[config.mk]
export PLATFORM = sky130hd
export DESIGN_NAME = line_buffer_ctrl
export DESIGN_NICKNAME = d
export VERILOG_FILES = /design/src/rtl/line_buffer_ctrl.sv
export SDC_FILE = /design/constraint.sdc
export NUM_CORES = 1
export LEC_CHECK = 0
export CORE_MARGIN = 5
export CORE_UTILIZATION = 39
export DETAILED_ROUTE_END_ITERATION = 12
export PLACE_DENSITY = 0.77
export SLEW_MARGIN = 40
export SYNTH_ARGS = -nofsm -noshare
export SYNTH_HDL_FRONTEND = slang
export SYNTH_SLANG_ARGS = --single-unit
[constraint.sdc]
create_clock -name clk -period 1.7 [get_ports clk]
set_input_delay 0.17 -clock clk [delete_from_list [all_inputs] [get_ports clk]]
set_output_delay 0.17 -clock clk [all_outputs]
set_load 0.01 [all_outputs]
[src/rtl/line_buffer_ctrl.sv]
// ---------------------------------------------------------------------------
// line_buffer_ctrl
//
// Sequencer for the ping_pong_ram line buffer. It turns a raster pixel stream
// (vsync/de/data) into RAM write/read addressing plus a one-cycle line_end
// swap pulse. Each current-line pixel comes out next to the pixel at the same
// column of the previous line, so vertical filters downstream get aligned
// taps. It also tracks line count and line width and flags protocol errors.
//
// Optional build macro:
//   LBC_FIRST_LINE_ZERO_EN - when defined, out_prev reads as 0 while
//                            out_first_line is high (no stale RAM data on
//                            line 0 of a frame).
//
// Ports:
//   clk            in   pixel clock
//   reset          in   synchronous, active-high reset
//   in_vsync       in   frame start level; rising edge starts a new frame
//   in_de          in   pixel valid, high for the whole active line
//   in_data        in   pixel
//   ram_we         out  RAM write enable
//   ram_waddr      out  RAM write address
//   ram_wdata      out  RAM write data
//   ram_re         out  RAM read enable
//   ram_raddr      out  RAM read address
//   ram_line_end   out  one-cycle bank swap pulse
//   ram_rdata      in   RAM read data, 1-cycle latency
//   out_de         out  aligned output valid
//   out_cur        out  current-line pixel
//   out_prev       out  previous-line pixel at the same column
//   out_first_line out  out_de belongs to line 0 of the frame
//   line_cnt       out  index of the line being written (saturating)
//   line_width     out  pixel count of the last completed line
//   err_ovf        out  sticky: pixels dropped beyond MAX_WIDTH
//   err_blank      out  sticky: in_de high during the line_end cycle
// ---------------------------------------------------------------------------
module line_buffer_ctrl #(
    parameter int DATA_W    = 8,
    parameter int ADDR_W    = 11,
    parameter int ADDR_BASE = 1,
    parameter int MAX_WIDTH = 1280
) (
    input  logic              clk,
    input  logic              reset,
    input  logic              in_vsync,
    input  logic              in_de,
    input  logic [DATA_W-1:0] in_data,
    output logic              ram_we,
    output logic [ADDR_W-1:0] ram_waddr,
    output logic [DATA_W-1:0] ram_wdata,
    output logic              ram_re,
    output logic [ADDR_W-1:0] ram_raddr,
    output logic              ram_line_end,
    input  logic [DATA_W-1:0] ram_rdata,
    output logic              out_de,
    output logic [DATA_W-1:0] out_cur,
    output logic [DATA_W-1:0] out_prev,
    output logic              out_first_line,
    output logic [ADDR_W-1:0] line_cnt,
    output logic [ADDR_W-1:0] line_width,
    output logic              err_ovf,
    output logic              err_blank
);

    typedef enum logic [1:0] {
        IDLE   = 2'd0,
        ACTIVE = 2'd1,
        SWAP   = 2'd2
    } state_t;

    localparam logic [ADDR_W-1:0] BASE_ADDR = ADDR_W'(ADDR_BASE);
    localparam logic [ADDR_W-1:0] MAX_CNT   = ADDR_W'(MAX_WIDTH);
    localparam logic [ADDR_W-1:0] ONE       = ADDR_W'(1);

    state_t              state_q;
    logic                vsync_q;
    logic [ADDR_W-1:0]   cnt_q;          // pixels accepted in the current line
    logic [ADDR_W-1:0]   line_cnt_q;
    logic [ADDR_W-1:0]   line_width_q;
    logic                err_ovf_q;
    logic                err_blank_q;
    logic                first_q;        // line being written is line 0
    logic                out_de_q;
    logic [DATA_W-1:0]   out_cur_q;
    logic                out_first_line_q;

    logic                vsync_rise;
    logic                full;
    logic                accept;
    logic [ADDR_W-1:0]   col_addr;

    assign vsync_rise = in_vsync & ~vsync_q;
    assign full       = (cnt_q == MAX_CNT);

    // A frame start wins over everything, so the pixel in that cycle is
    // dropped; pixels during SWAP or past MAX_WIDTH are dropped as well.
    assign accept = in_de & ~vsync_rise &
                    ((state_q == IDLE) || ((state_q == ACTIVE) && !full));

    assign col_addr = BASE_ADDR + cnt_q;

    // Write and read share the column address: the write lands in one bank
    // while the read fetches the previous line from the other bank.
    assign ram_we       = accept;
    assign ram_re       = accept;
    assign ram_waddr    = col_addr;
    assign ram_raddr    = col_addr;
    assign ram_wdata    = in_data;
    assign ram_line_end = (state_q == SWAP);

    assign out_de         = out_de_q;
    assign out_cur        = out_cur_q;
    assign out_first_line = out_first_line_q;
    assign line_cnt       = line_cnt_q;
    assign line_width     = line_width_q;
    assign err_ovf        = err_ovf_q;
    assign err_blank      = err_blank_q;

    // ram_rdata arrives one cycle after the read, i.e. together with the
    // registered current pixel, so it is passed straight through.
`ifdef LBC_FIRST_LINE_ZERO_EN
    assign out_prev = out_first_line_q ? '0 : ram_rdata;
`else
    assign out_prev = ram_rdata;
`endif

    // NOTE: all state here is sequential, so every assignment uses <=; a
    // blocking assignment would let later statements see the new value.
    always_ff @(posedge clk) begin
        if (reset) begin
            state_q          <= IDLE;
            vsync_q          <= 1'b0;
            cnt_q            <= '0;
            line_cnt_q       <= '0;
            line_width_q     <= '0;
            err_ovf_q        <= 1'b0;
            err_blank_q      <= 1'b0;
            first_q          <= 1'b0;
            out_de_q         <= 1'b0;
            out_cur_q        <= '0;
            out_first_line_q <= 1'b0;
        end else begin
            vsync_q          <= in_vsync;
            out_de_q         <= accept;
            out_cur_q        <= in_data;
            out_first_line_q <= accept & first_q;

            if (vsync_rise) begin
                // Abandon whatever line is in flight without a swap pulse;
                // sticky errors survive across frames.
                state_q    <= IDLE;
                cnt_q      <= '0;
                line_cnt_q <= '0;
                first_q    <= 1'b1;
            end else begin
                unique case (state_q)
                    IDLE: begin
                        if (in_de) begin
                            state_q <= ACTIVE;
                            cnt_q   <= cnt_q + ONE;
                        end
                    end
                    ACTIVE: begin
                        if (in_de) begin
                            if (full) begin
                                err_ovf_q <= 1'b1;
                            end else begin
                                cnt_q <= cnt_q + ONE;
                            end
                        end else begin
                            line_width_q <= cnt_q;
                            cnt_q        <= '0;
                            state_q      <= SWAP;
                        end
                    end
                    SWAP: begin
                        if (in_de) begin
                            err_blank_q <= 1'b1;
                        end
                        if (line_cnt_q != '1) begin
                            line_cnt_q <= line_cnt_q + ONE;
                        end
                        first_q <= 1'b0;
                        state_q <= IDLE;
                    end
                    default: state_q <= IDLE;
                endcase
            end
        end
    end

endmodule

==> flow_summary.json <==
{
  "clock_power_share_pct": 35.3,
  "clockRootBuffer": "clkbuf_8",
  "power_frac_comb_pct": 10.7,
  "syn_area_per_cell_sq_um": 8.52,
  "cp-end-kind": "output port",
  "wl_per_cell_um": 14.2,
  "yosysWarnings": 0,
  "cts_max_path_buffers": 2,
  "core_area_sq_mm": 0.00589,
  "fmax_mhz": 568,
  "utilization_pct": 59.9,
  "violations": "setup timing",
  "p_leak_uw": 0.00148,
  "gp_congestion": 0.816,
  "skew_ps": 6.01,
  "netlist_instances": 275,
  "p_int_uw": 1650,
  "hold_buffers": 0,
  "route.met3.wl_um": 561,
  "rsz0062_at_grt": "yes",
  "initial_core_util_pct": 39.8,
  "drt-total-wl_um": 6310,
  "p_seq_share_pct": 54.0,
  "dieArea_sq_mm": 0.00766,
  "die_w_um": 87.5,
  "worst_slew_margin_rel_pct": 69.0,
  "mostFrequentLayoutCells": "55 x clkdlybuf4s50_1, 50 x buf_4, 39 x dfxtp_1",
  "fin_crit_ps": 1760,
  "drtIter0Drc": 111,
  "cts_made_buffers": 5,
  "synthesis.area_sq_mm": 0.00234,
  "swShare_pct": 23.5,
  "ys_seq_elements": 49,
  "max-vdd-ir-drop_uv": 347,
  "cp-start-kind": "register",
  "worstPathRequired_ps": 1530,
  "postLayoutCellArea_sq_mm": 0.00353,
  "drive_gt1_share_pct": 31.5,
  "setup_slack_ps": -60.2,
  "dpl.hpwl_um": 4610,
  "io_buffers": 78,
  "tightestPinTransition_ps": 465,
  "chipHeight_um": 87.5,
  "yosysUniqueCellTypes": 41,
  "antenna_found_initial": 0,
  "worstSkewPairLatency_ps": 300,
  "cts_tree": "built",
  "path_clk_slew_ps": 90,
  "ant_nets": 0,
  "vias": 2214,
  "gr-total-overflow": 0,
  "power_density_mw_per_mm2": 613,
  "seq_area_frac_synth_pct": 41.9,
  "cp.arrival_ps": 1590,
  "dpl_cell_area_sq_mm": 0.00328,
  "drtPass1Iterations": 4,
  "first_global_vias": 2155,
  "grtUsageTotal_pct": 16.5,
  "min_path_type": "primary input to output port",
  "top_layer": "met4",
  "nets": 390,
  "status": "finished, violations left",
  "htreeDepth": 2,
  "grt_first_pass_wirelength_um": 10100,
  "synthesis.nets": 298,
  "wl_met2_um": 2960,
  "switching_power_uw": 509,
  "area_growth_pct": 50.6,
  "diodes": 0,
  "rows": 28,
  "layout_commonest_cell": "clkdlybuf4s50_1",
  "m1WireLength_um": 2640,
  "ios": 95,
  "cts.sinks": 49,
  "hold_ws_ps": 340,
  "route.detailed.drc": 0,
  "setup-violations-final": 4,
  "max_cap_viol_count": 0,
  "path_class": "register to output port",
  "crit_fanout": 4,
  "grt_max_degree": 29,
  "slew_violations": 0,
  "hold_viol": 0,
  "min_period_over_period_pct": 104,
  "num-fill-cells": 504,
  "post_drt_via_cell_ratio": 5.00
}
==> final timing paths <==
kind | start | end | slack (ps) | depth (start not counted)
setup / recovery | cnt_q[0] | ram_re | -60 | 7
hold / removal | ram_rdata[1] | out_prev[1] | 340 | 0
setup reg to reg | cnt_q[0] | cnt_q[9] | 40 | 6
hold reg to reg | line_width[6] | line_width[6] | 460 | 2
==> power groups by stage <==
| stage | clock [uW] | sequential, uW | combinational [uW] |
|---|---|---|---|
| final | 763 | 1170 | 231 |
| after global routing | 825 | 1170 | 252 |
| after CTS | 779 | 1170 | 224 |
| after detailed placement | 0 | 1200 | 225 |
| after global placement | 0 | 1200 | 222 |
| after floorplan | 0 | 1210 | 118 |
==> worst max-delay path, stage by stage, from the launching register on <==
cell and delay, ps:
dfxtp_4 370, inv_2 60, ha_2 140, and4b_2 220, nand4_1 150, nand2_2 150, nor2_4 60, buf_6 140
==> routing by layer <==
metal	vias up	track usage, %
li1	1089	-
met1	1030	19.4
met2	83	27.5
met3	12	5.58
met4	0	6.42
met5	-	0
==> through the flow <==
stage	setup WS [ps]	std cells	power, uW	setup TNS (ps)
global route	-152	443	2250	-622
detailed placement	-300	430	1430	-4410
global placement	-194	430	1420	-3170
CTS	-29.3	440	2170	-59.5
finish	-60.2	443	2160	-183
floorplan	32.6	275	1320	0
==> cells in the mapped netlist <==
cell type / count / share of area [%]
clkbuf_1: 9 / 1.4
nor3b_1: 1 / 0.32
or3_1: 6 / 1.6
nand4_1: 7 / 1.9
o31ai_1: 3 / 0.96
xor2_1: 11 / 4.1
or4_1: 2 / 0.64
nand4_4: 1 / 0.91
nand3_1: 19 / 4.1
and4b_2: 1 / 0.48
o211ai_1: 1 / 0.32
dfxtp_1: 49 / 42
and3b_1: 1 / 0.37
nand3b_1: 1 / 0.32
nor2b_1: 12 / 3.2
o21a_1: 1 / 0.32
and2_1: 1 / 0.27
a211oi_1: 1 / 0.32
and2_2: 2 / 0.64
buf_6: 1 / 0.48
xnor2_1: 7 / 2.6
inv_1: 6 / 0.96
and4b_1: 1 / 0.43
o21ai_0: 8 / 1.7
nor4_1: 2 / 0.53
a21oi_1: 20 / 4.3
o2111ai_1: 1 / 0.37
buf_2: 6 / 1.3
nor4b_1: 1 / 0.37
o32ai_1: 1 / 0.37
o311ai_0: 2 / 0.75
nor2_1: 20 / 3.2
nor3_1: 4 / 0.85
and3_1: 3 / 0.80
nand2_1: 24 / 3.8
mux2i_1: 1 / 0.43
ha_1: 3 / 1.6
a31oi_1: 1 / 0.27
buf_4: 29 / 9.3
nand2b_1: 3 / 0.80
and4_1: 2 / 0.75
==> flip-flops by register name (all words and copies together) (netlist names) <==
| register | cells |
|---|---|
| out_cur | 8 |
| out_first_line | 1 |
| vsync_q | 1 |
| err_ovf | 1 |
| first_q | 1 |
| out_de | 1 |
| err_blank | 1 |
| cnt_q | 11 |
| state_q | 2 |
| line_cnt | 11 |
| line_width | 11 |
==> cell families (layout without fill, tap and decap cells) <==
group | after synthesis | after routing | synth area share (%)
AOI/OAI and AO/OA | 39 | 39 | 9.66
xor gates and xnor gates | 18 | 18 | 6.73
adders and majority gates | 3 | 3 | 1.60
buffers and inverters | 51 | 144 | 13.5
DFF | 49 | 49 | 41.9
muxes | 1 | 1 | 0.427
and+or+nand+nor | 114 | 114 | 26.3
==> cell type report <==
cell class	instances	area (sq um)	area share [%]
Tap cell	75	93.8	2.66
Inverter	6	22.5	0.638
Clock buffer	7	96.3	2.73
Timing Repair Buffer	130	1100	31.1
Sequential cell	49	1010	28.6
Multi-Input combinational cell	175	1200	34.1
Clock inverter	1	5.00	0.142
==> timing repair <==
action,CTS,global route
pin swaps,11,10
setup endpoints to repair,24,18
gates resized for setup,103,27
buffers inserted,2,3
Power figures use the tool's default switching activity.
